### src/rtl/exe.sv
// ---------------------------------------------------------------------------
// exe -- execute stage of the bexkat1 pipeline (feeds the memory stage)
//
// Computes ALU results, load/store effective addresses, stack pointer
// adjustments and branch/jump targets. Holds the {Z,N,C,V} condition flags
// and runs an iterative 32-step multiply/divide unit for T_INTU ops.
// One registered instruction per cycle is presented to mem, or a bubble
// (ir_o = 0) while the multiply/divide unit owns the stage.
//
// Ports
//   clk_i, rst_i         clock, synchronous active-high reset
//   stall_i              mem stall: every output register holds
//   stall_o              upstream must hold ir_i/pc_i/operands
//   ir_i, pc_i           instruction ([31:28] type, [27:24] op, [0] size,
//                        [63:32] imm) and its PC
//   reg_data1_i/2_i      operands A and B
//   sp_data_i            current stack pointer
//   exc_i                exception request tagged to ir_i
//   ir_o ... exc_o       registered results for the memory stage
// ---------------------------------------------------------------------------
module exe #(
    parameter logic [31:0] VECTOR_BASE = 32'hFFFFFFE0,
    parameter bit          MD_ENABLE   = 1'b1
) (
    input  logic        clk_i,
    input  logic        rst_i,
    input  logic        stall_i,
    output logic        stall_o,
    input  logic [63:0] ir_i,
    input  logic [31:0] pc_i,
    input  logic [31:0] reg_data1_i,
    input  logic [31:0] reg_data2_i,
    input  logic [31:0] sp_data_i,
    input  logic        exc_i,
    output logic [63:0] ir_o,
    output logic [31:0] pc_o,
    output logic        pc_set_o,
    output logic [31:0] result_o,
    output logic [31:0] reg_data1_o,
    output logic [31:0] reg_data2_o,
    output logic [31:0] sp_data_o,
    output logic [1:0]  sp_write_o,
    output logic        exc_o
);

    localparam logic [3:0] T_INH    = 4'h0;
    localparam logic [3:0] T_PUSH   = 4'h1;
    localparam logic [3:0] T_POP    = 4'h2;
    localparam logic [3:0] T_CMP    = 4'h3;
    localparam logic [3:0] T_INTU   = 4'h5;
    localparam logic [3:0] T_INT    = 4'h6;
    localparam logic [3:0] T_LOAD   = 4'h9;
    localparam logic [3:0] T_STORE  = 4'ha;
    localparam logic [3:0] T_BRANCH = 4'hb;
    localparam logic [3:0] T_JUMP   = 4'hc;

    logic [3:0]  ir_type;
    logic [3:0]  ir_op;
    logic        ir_size;
    logic [31:0] imm;
    logic [31:0] alu_b;
    logic        unused_ir_bits;

    assign ir_type        = ir_i[31:28];
    assign ir_op          = ir_i[27:24];
    assign ir_size        = ir_i[0];
    assign imm            = ir_i[63:32];
    assign alu_b          = ir_size ? imm : reg_data2_i;
    assign unused_ir_bits = ^ir_i[23:1];

    // Condition flags
    logic        flag_z, flag_n, flag_c, flag_v;
    logic [32:0] cmp_diff;
    logic        br_taken;

    // Multiply/divide unit
    logic        md_busy, md_done;
    logic [4:0]  md_count;
    logic [1:0]  md_op;
    logic [31:0] md_a;     // multiplier (shifts right) / dividend -> quotient
    logic [31:0] md_b;     // multiplicand (shifts left) / divisor
    logic [31:0] md_acc;   // product / partial remainder
    logic [32:0] div_shift;
    logic        div_ge;
    logic [31:0] md_result;
    logic        md_req, md_start, load_en;

    // Only ops 0-2 are real multiply/divide work; others fall through as 0.
    assign md_req    = MD_ENABLE && (ir_type == T_INTU) && (ir_op <= 4'd2) && !exc_i;
    assign md_start  = md_req && !md_busy && !md_done && !stall_i;
    assign stall_o   = md_start | md_busy;
    assign load_en   = !stall_i && !md_start && !md_busy;

    assign div_shift = {md_acc, md_a[31]};
    assign div_ge    = div_shift >= {1'b0, md_b};
    assign md_result = (md_op == 2'd1) ? md_a : md_acc;

    assign cmp_diff  = {1'b0, reg_data1_i} - {1'b0, reg_data2_i};

    always_comb begin
        br_taken = 1'b0;
        case (ir_op)
            4'd0:    br_taken = 1'b1;
            4'd1:    br_taken = flag_z;
            4'd2:    br_taken = !flag_z;
            4'd3:    br_taken = !flag_c && !flag_z;
            4'd4:    br_taken = !flag_c;
            4'd5:    br_taken = flag_c;
            4'd6:    br_taken = flag_n ^ flag_v;
            4'd7:    br_taken = !(flag_n ^ flag_v);
            default: br_taken = 1'b0;
        endcase
    end

    logic [31:0] nxt_result, nxt_pc, nxt_rd1, nxt_sp;
    logic        nxt_pc_set;
    logic [1:0]  nxt_sp_write;

    always_comb begin
        // NOTE: every signal driven here gets a default first, so no path can infer a latch.
        nxt_result   = '0;
        nxt_pc       = pc_i;
        nxt_pc_set   = 1'b0;
        nxt_rd1      = reg_data1_i;
        nxt_sp       = sp_data_i;
        nxt_sp_write = 2'b00;
        if (exc_i) begin
            nxt_result = VECTOR_BASE;
            nxt_sp     = sp_data_i - 32'd4;
        end else begin
            case (ir_type)
                T_INH: if (ir_op == 4'd5) begin
                    nxt_result = VECTOR_BASE + {27'd0, imm[1:0], 3'b000};
                    nxt_sp     = sp_data_i - 32'd4;
                end
                T_INT: case (ir_op)
                    4'd0:    nxt_result = reg_data1_i + alu_b;
                    4'd1:    nxt_result = reg_data1_i - alu_b;
                    4'd2:    nxt_result = reg_data1_i & alu_b;
                    4'd3:    nxt_result = reg_data1_i | alu_b;
                    4'd4:    nxt_result = reg_data1_i ^ alu_b;
                    4'd5:    nxt_result = reg_data1_i << alu_b[4:0];
                    4'd6:    nxt_result = reg_data1_i >> alu_b[4:0];
                    4'd7:    nxt_result = $signed(reg_data1_i) >>> alu_b[4:0];
                    4'd8:    nxt_result = alu_b;
                    default: nxt_result = '0;
                endcase
                T_LOAD, T_STORE: nxt_result = reg_data2_i + imm;
                T_PUSH: begin
                    nxt_sp       = sp_data_i - 32'd4;
                    nxt_sp_write = 2'b01;
                    if (ir_op != 4'd0) nxt_result = imm;   // JSR: target rides on result
                end
                T_POP: begin
                    nxt_rd1      = sp_data_i;
                    nxt_sp       = sp_data_i + 32'd4;
                    nxt_sp_write = 2'b01;
                end
                T_BRANCH: if (br_taken) begin
                    nxt_pc     = pc_i + imm;
                    nxt_pc_set = 1'b1;
                end
                T_JUMP: begin
                    nxt_pc     = imm;
                    nxt_pc_set = 1'b1;
                end
                T_INTU: if (md_done) nxt_result = md_result;
                default: ;
            endcase
        end
    end

    // Output register
    always_ff @(posedge clk_i) begin
        // NOTE: sequential state is always assigned with <= so every register samples pre-edge values.
        if (rst_i) begin
            ir_o        <= '0;
            pc_o        <= '0;
            pc_set_o    <= 1'b0;
            result_o    <= '0;
            reg_data1_o <= '0;
            reg_data2_o <= '0;
            sp_data_o   <= '0;
            sp_write_o  <= 2'b00;
            exc_o       <= 1'b0;
        end else if (!stall_i) begin
            if (md_start || md_busy) begin
                ir_o       <= '0;
                pc_set_o   <= 1'b0;
                sp_write_o <= 2'b00;
                exc_o      <= 1'b0;
            end else begin
                ir_o        <= ir_i;
                pc_o        <= nxt_pc;
                pc_set_o    <= nxt_pc_set;
                result_o    <= nxt_result;
                reg_data1_o <= nxt_rd1;
                reg_data2_o <= reg_data2_i;
                sp_data_o   <= nxt_sp;
                sp_write_o  <= nxt_sp_write;
                exc_o       <= exc_i;
            end
        end
    end

    // Flags change only when a CMP is actually registered into mem.
    always_ff @(posedge clk_i) begin
        if (rst_i) begin
            {flag_z, flag_n, flag_c, flag_v} <= 4'b0000;
        end else if (load_en && !exc_i && ir_type == T_CMP) begin
            flag_z <= (cmp_diff[31:0] == 32'd0);
            flag_n <= cmp_diff[31];
            flag_c <= cmp_diff[32];
            flag_v <= (reg_data1_i[31] ^ reg_data2_i[31]) & (reg_data1_i[31] ^ cmp_diff[31]);
        end
    end

    // Multiply/divide control: iterations run regardless of stall_i, the
    // finished result waits in done until mem accepts it.
    always_ff @(posedge clk_i) begin
        if (rst_i) begin
            md_busy  <= 1'b0;
            md_done  <= 1'b0;
            md_count <= '0;
        end else if (md_start) begin
            md_busy  <= 1'b1;
            md_count <= '0;
        end else if (md_busy) begin
            md_count <= md_count + 5'd1;
            if (md_count == 5'd31) begin
                md_busy <= 1'b0;
                md_done <= 1'b1;
            end
        end else if (md_done && !stall_i) begin
            md_done <= 1'b0;
        end
    end

    // NOTE: the datapath registers are always loaded on start before they are read, so they carry no reset.
    always_ff @(posedge clk_i) begin
        if (md_start) begin
            md_op  <= ir_op[1:0];
            md_a   <= reg_data1_i;
            md_b   <= alu_b;
            md_acc <= '0;
        end else if (md_busy) begin
            if (md_op == 2'd0) begin
                if (md_a[0]) md_acc <= md_acc + md_b;
                md_a <= md_a >> 1;
                md_b <= md_b << 1;
            end else begin
                // Restoring divide; a zero divisor always "fits", giving
                // all-ones quotient and remainder = dividend.
                md_acc <= div_ge ? (div_shift[31:0] - md_b) : div_shift[31:0];
                md_a   <= {md_a[30:0], div_ge};
            end
        end
    end

endmodule
### config.mk
export PLATFORM = sky130hd
export DESIGN_NAME = exe
export DESIGN_NICKNAME = d
export VERILOG_FILES = /design/src/rtl/exe.sv
export SDC_FILE = /design/constraint.sdc
export NUM_CORES = 2
export LEC_CHECK = 0
export ABC_AREA = 1
export BUFFER_PORTS_ARGS = -buffer_cell sky130_fd_sc_hd__buf_4
export CAP_MARGIN = 20
export CORE_MARGIN = 2
export CORE_UTILIZATION = 42
export DETAILED_ROUTE_END_ITERATION = 10
export GPL_TIMING_DRIVEN = 0
export SLEW_MARGIN = 20
export SYNTH_ARGS = -nofsm -noshare
export SYNTH_HDL_FRONTEND = slang
export SYNTH_SLANG_ARGS = --single-unit
### constraint.sdc
create_clock -name clk_i -period 4.5 [get_ports clk_i]
set_input_delay 0.225 -clock clk_i [delete_from_list [all_inputs] [get_ports clk_i]]
set_output_delay 0.225 -clock clk_i [all_outputs]
set_load 0.005 [all_outputs]
# [Word level (Yosys, flattened, before mapping)]
# Cells that the tools add are included.
[op_classes] n_addsub=11 magnitude_cmp=2 n_eq_ne=21 shifts=3 mux=41 n_bitwise=11 reduce_logical=35
[op_table] op="32-bit 2-to-1 mux" n=21
[op_table] op="32-bit case mux with 9 select lines" n=1
[op_table] op="32-bit case mux with 5 select lines" n=1
[op_table] op="32-bit adder" n=4
[op_table] op="32-bit case mux with 3 select lines" n=1
[op_table] op="64-bit 2-to-1 mux" n=1
[op_table] op="32-bit case mux with 2 select lines" n=1
[op_table] op="32-bit subtractor" n=2
[op_table] op="33-bit by 32-bit greater-or-equal comparator with 1-bit output" n=1
[op_table] op="32-bit by 32-bit subtractor with 33-bit output" n=1
[op_table] op="32-bit by 3-bit adder with 32-bit output, second input constant" n=1
[op_table] op="32-bit bitwise AND" n=1
[op_table] op="32-bit zero test" n=1
[op_table] op="32-bit OR" n=1
[op_table] op="32-bit by 5-bit << shifter with 32-bit output" n=1
[op_table] op="32-bit by 5-bit right shift with 32-bit output" n=1
[op_table] op="32-bit by 5-bit >>> shifter with 32-bit output" n=1
[op_table] op="32-bit by 3-bit subtractor with 32-bit output, second input constant" n=1
[op_table] op="32-bit bitwise XOR" n=1
[op_table] op="4-bit by 3-bit equality test with 1-bit output, second input constant" n=6
[op_table] op="4-bit equality test, second input constant" n=5
[op_table] op="4-bit by 2-bit equality test with 1-bit output, second input constant" n=4
[op_table] op="1-bit 2-to-1 mux" n=12
[op_table] op="1-bit logical AND" n=11
[op_table] op="24 further kinds" n=43
[totals] reg_bits=337 inputBits=196 out_inout_bits=229 word_cells=144

# [Longest topological paths before layout]
[logic_depth] word_depth=11 depth_mapped=29 depth_no_buf=28

# [Worst setup path after synthesis]
# No wires, ideal clock.
[synth_timing] path_type="register to register" startpoint="reg md_op[0]" endpoint="reg md_b[0] (enable)" arrival_time_ns=3.773 required_time_ns=4.034 path_slack_ns=0.262 path_stages_with_launch=6 path_buffers=2 period_less_slack_ns=4.238 cell_sequence="edfxtp_1 nor2_1 inv_2 clkbuf_1 buf_1 o21ai_0"
[synth_via] elab_chain_len=3
[synth_lines] element="start: declaration" line_no="79" rtl="logic [1:0] md_op;"
[synth_lines] element="start signal: assignment" line_no="242" rtl="md_op <= ir_op[1:0];"
[synth_lines] element="2-bit zero test" line_no="247" rtl="if (md_op == 2'd0) begin"
[synth_lines] element="2-bit nonzero test (no line)"
[synth_lines] element="2-bit AND reduction (no line)"
[synth_lines] element="end signal: assignment" line_no="244" rtl="md_b <= alu_b;"
[synth_lines] element="end signal: assignment" line_no="250" rtl="md_b <= md_b << 1;"
[synth_lines] element="end: declaration" line_no="81" rtl="logic [31:0] md_b;"
# Every way passes these cells.
# A chain may end at the register's enable or synchronous reset.

# [Worst setup path in the final report]
[layout_timing] startpoint="in ir_i[26]" endpoint="reg result_o[28]"
[layout_via] elab_chain_len=9 elab_cells_between_ends=24 classes_between="order compare (1); eq/ne (8); mux (5); bitwise (1); reduce/logical (9)"
[layout_lines] element="start: declaration" line_no="29" rtl="input logic [63:0] ir_i,"
[layout_lines] element="4-bit by 2-bit <= comparator with 1-bit output" line_no="89" rtl="assign md_req = MD_ENABLE && (ir_type == T_INTU) && (ir_op <= 4'd2) && !exc_i;"
[layout_lines] element="1-bit logical AND (2 in series)" line_no="89"
[layout_lines] element="1-bit logical AND (3 in series)" line_no="90" rtl="assign md_start = md_req && !md_busy && !md_done && !stall_i;"
[layout_lines] element="1-bit logical OR" line_no="187" rtl="if (md_start || md_busy) begin"
[layout_lines] element="1-bit inverter (no line)"
[layout_lines] element="2-bit AND reduction (no line)"
[layout_lines] element="end signal: assignment" line_no="196" rtl="result_o <= nxt_result;"
[layout_lines] element="end: declaration" line_no="38" rtl="output logic [31:0] result_o,"
# Several ways; a longest one is shown, not always the timed one.

==> metrics.csv <==
metric,value,unit
outcome,"finished, violations left",
violations,setup timing,
fin_nets,7355,
hold_path.class,input port to flop,
hold-worst-slack,0.01279,ns
synth_area,36870,sq um
critPathKind,input port to flop,
synth-edff-count,66,
netlist_instances,6294,
fin_crit,4.508,ns
max_stage_delay,0.47,ns
die_h,300.3,um
track_usage,45.66,%
die_x,300.3,um
grt_pass1_vias,43442,
grt_max_degree,34,
finalPower,0.01263,W
fin_crit_sh,100.2,%
p_leak,21.75,nW
place_inst,7864,
ys_warn_count,0,
clock_skew,0.04321,ns
avgSynthCellArea,5.858,sq um
dieArea,90170,sq um
vdd_drop_max,282.3,uV
syn_nets,6755,
place_congestion,1.126,
drc,0,
required,4.99,ns
path_max_fanout,10,
synth_cell_types,65,
core_area,86890,sq um
hold_violations,0,
final_core_util,51.22,%
fp-row-count,108,
achievable-frequency,221.8,MHz
worstPathArrival,5.00,ns
cts-htree-levels,2,
clk_latency,0.61,ns
vias_per_cell,6.012,
slew_headroom,25.62,%
maxCapViolations,0,
cpMaxStageDelayCell,nor2_2,
cts_sinks,336,
drt_first_iter_violations,7439,
pin_count,425,
cts_buffers,42,
path_cells,"buf_4, inv_1, nand2_1, nor2_4, inv_1, nor2_2, inv_1, clkbuf_1, clkbuf_1, nand2_1, xor2_1, ha_1, a21oi_1, o21ai_0, a21oi_1, nor2_1, nor2_1, nand3_1, nand3_1, nand3_1, nand2_1, nand3_1, nand2_1, inv_1",
clock_path_buffers,3,
cts_tree,built,
final-instance-count-excl-fill,8088,
path_clk_slew,0.06,ns
rsz0062_at_grt,no,
ys_seq_area_share,20.04,%
seqCellArea,7387,sq um
wl_per_cell,26.63,um
power.density,283.8,nW/um^2
crit_path_end_kind,flop,
grt_pass1_wl,300800,um
final_layout_size_suffix_gt1_share,10.40,%
drv_slew,0,
fin_tns_setup,-0.008214,ns
area_growth,20.69,%
start_util,42.43,%
fill_cells,9277,
synthFlopType,dfxtp_1,
setup_viol,1,
antenna_found_initial,12,
grt-ovfl-total,0,
synth_seq_cells,336,
multi_input_area,25520,sq um
ys_async_sr_fraction,0,%
wirelength,215300,um
port_buffers,413,
cts-root-buf,clkbuf_16,
max_slew.worst_pin.slew,1.116,ns
worst_slack,-0.008214,ns
hpwl,172700,um
via_count,48625,
first_pass_iters,6,
ant_nets,0,
critPathLaunchType,input port,
-- Yosys cell counts, types with 36 or more instances --
cell,count,share of area [%]
a21oi_1,452,6.1
a221oi_1,39,0.93
a22oi_1,36,0.73
a31oi_1,40,0.68
buf_2,58,0.79
clkbuf_1,158,1.6
dfxtp_1,270,15
edfxtp_1,66,5.4
ha_1,259,8.8
inv_1,754,7.7
nand2_1,1880,19
nand3_1,587,8.0
nand3b_1,49,1.0
nand4_1,90,1.5
nor2_1,527,5.4
nor3_1,57,0.77
o211ai_1,63,1.3
o21ai_0,470,6.4
xor2_1,68,1.6
-- critical path, delay by kind of cell --
family | cells | cell delay (ns)
buf+inv | 7 | 1.20
simple gates | 12 | 2.19
xor+xnor | 1 | 0.33
fa+ha+maj | 1 | 0.38
compound gates | 3 | 0.64
-- per-stage QoR --
stage               instance area, sq um  worst slack (ns)
floorplan                          36870            0.2615
global placement                   41420            -2.085
detailed placement                 41480            -1.057
CTS                                44290          0.008327
global route                       44480           0.01668
finish                             44500         -0.008214
-- cell families after synthesis --
family                     Yosys count  synth area share, %
buffers and inverters             1039                11.17
AOI/OAI and AO/OA                 1288                20.03
xor gates and xnor gates            89                2.114
DFF                                336                20.04
other                                1              0.01017
muxes                                1              0.02715
and+or+nand+nor                   3275                37.50
adders and majority gates          265                9.115
-- repair_timing --
item,CTS,global route
gates resized for setup,4,37
endpoints found under the setup margin,15,18
setup buffers,0,2
pin swaps,0,4
hold endpoints to repair,132,0
hold buffers,140,0
-- area by class of cell --
class,instances,share of cell area [%]
Tap cell,1155,3.247
Clock inverter,21,0.5989
Sequential cell,336,16.60
Clock buffer,55,2.564
Buffer,249,2.609
Multi-Input combinational cell,4919,57.34
Inverter,788,6.714
Antenna cell,7,0.03936
Timing Repair Buffer,558,10.28
-- metal layers --
metal | routed length, um | share of wire, % | up-vias | GRT usage, %
li1 | - | - | 22091 | -
met1 | 86530 | 40 | 22640 | 61.99
met2 | 86940 | 40 | 3248 | 66.43
met3 | 28170 | 13 | 634 | 11.45
met4 | 13620 | 6.3 | 12 | 23.65
met5 | 91 | 0.042 | - | 0
-- path summary, 6_finish.rpt --
path	slack, ns	end	from	cells after the start
worst max-delay path	-0.008	result_o[28]$_SDFFE_PP0P_	ir_i[26]	24
worst min-delay path	0.01	pc_o[28]$_SDFFE_PP0P_	pc_i[28]	3
worst max register to register	1.01	reg_data1_o[30]$_SDFFE_PP0P_	md_busy$_SDFF_PP0_	12
worst min register to register	0.46	ir_o[60]$_SDFFE_PP0N_	ir_o[60]$_SDFFE_PP0N_	2
-- where the power goes --
group          total (W)  switching (W)  internal [W]  leakage [nW]
clock            0.00360        0.00151       0.00209         0.690
sequential       0.00350       0.000238       0.00326          2.83
combinational    0.00552        0.00378       0.00174          18.2
-- cell usage in the layout (no fill, tap or decap), types with 49 or more instances in the layout --
cell / Yosys / layout
a21oi_1: 452 / 450
buf_2: 58 / 57
buf_4: 12 / 425
clkbuf_1: 158 / 166
dfxtp_1: 270 / 270
dlygate4sd3_1: 0 / 140
edfxtp_1: 66 / 66
ha_1: 259 / 258
inv_1: 754 / 748
nand2_1: 1880 / 1878
nand3_1: 587 / 586
nand3b_1: 49 / 49
nand4_1: 90 / 90
nor2_1: 527 / 519
nor3_1: 57 / 55
o211ai_1: 63 / 63
o21ai_0: 470 / 465
xor2_1: 68 / 64
-- flip-flops by register name (all words and copies together) (netlist names), 5 cells and up --
signal       cells
md_b            32
md_acc          32
ir_o            64
reg_data1_o     32
md_a            32
sp_data_o       32
reg_data2_o     32
pc_o            32
md_count         5
result_o        32
(Power assumes the default switching activity.)
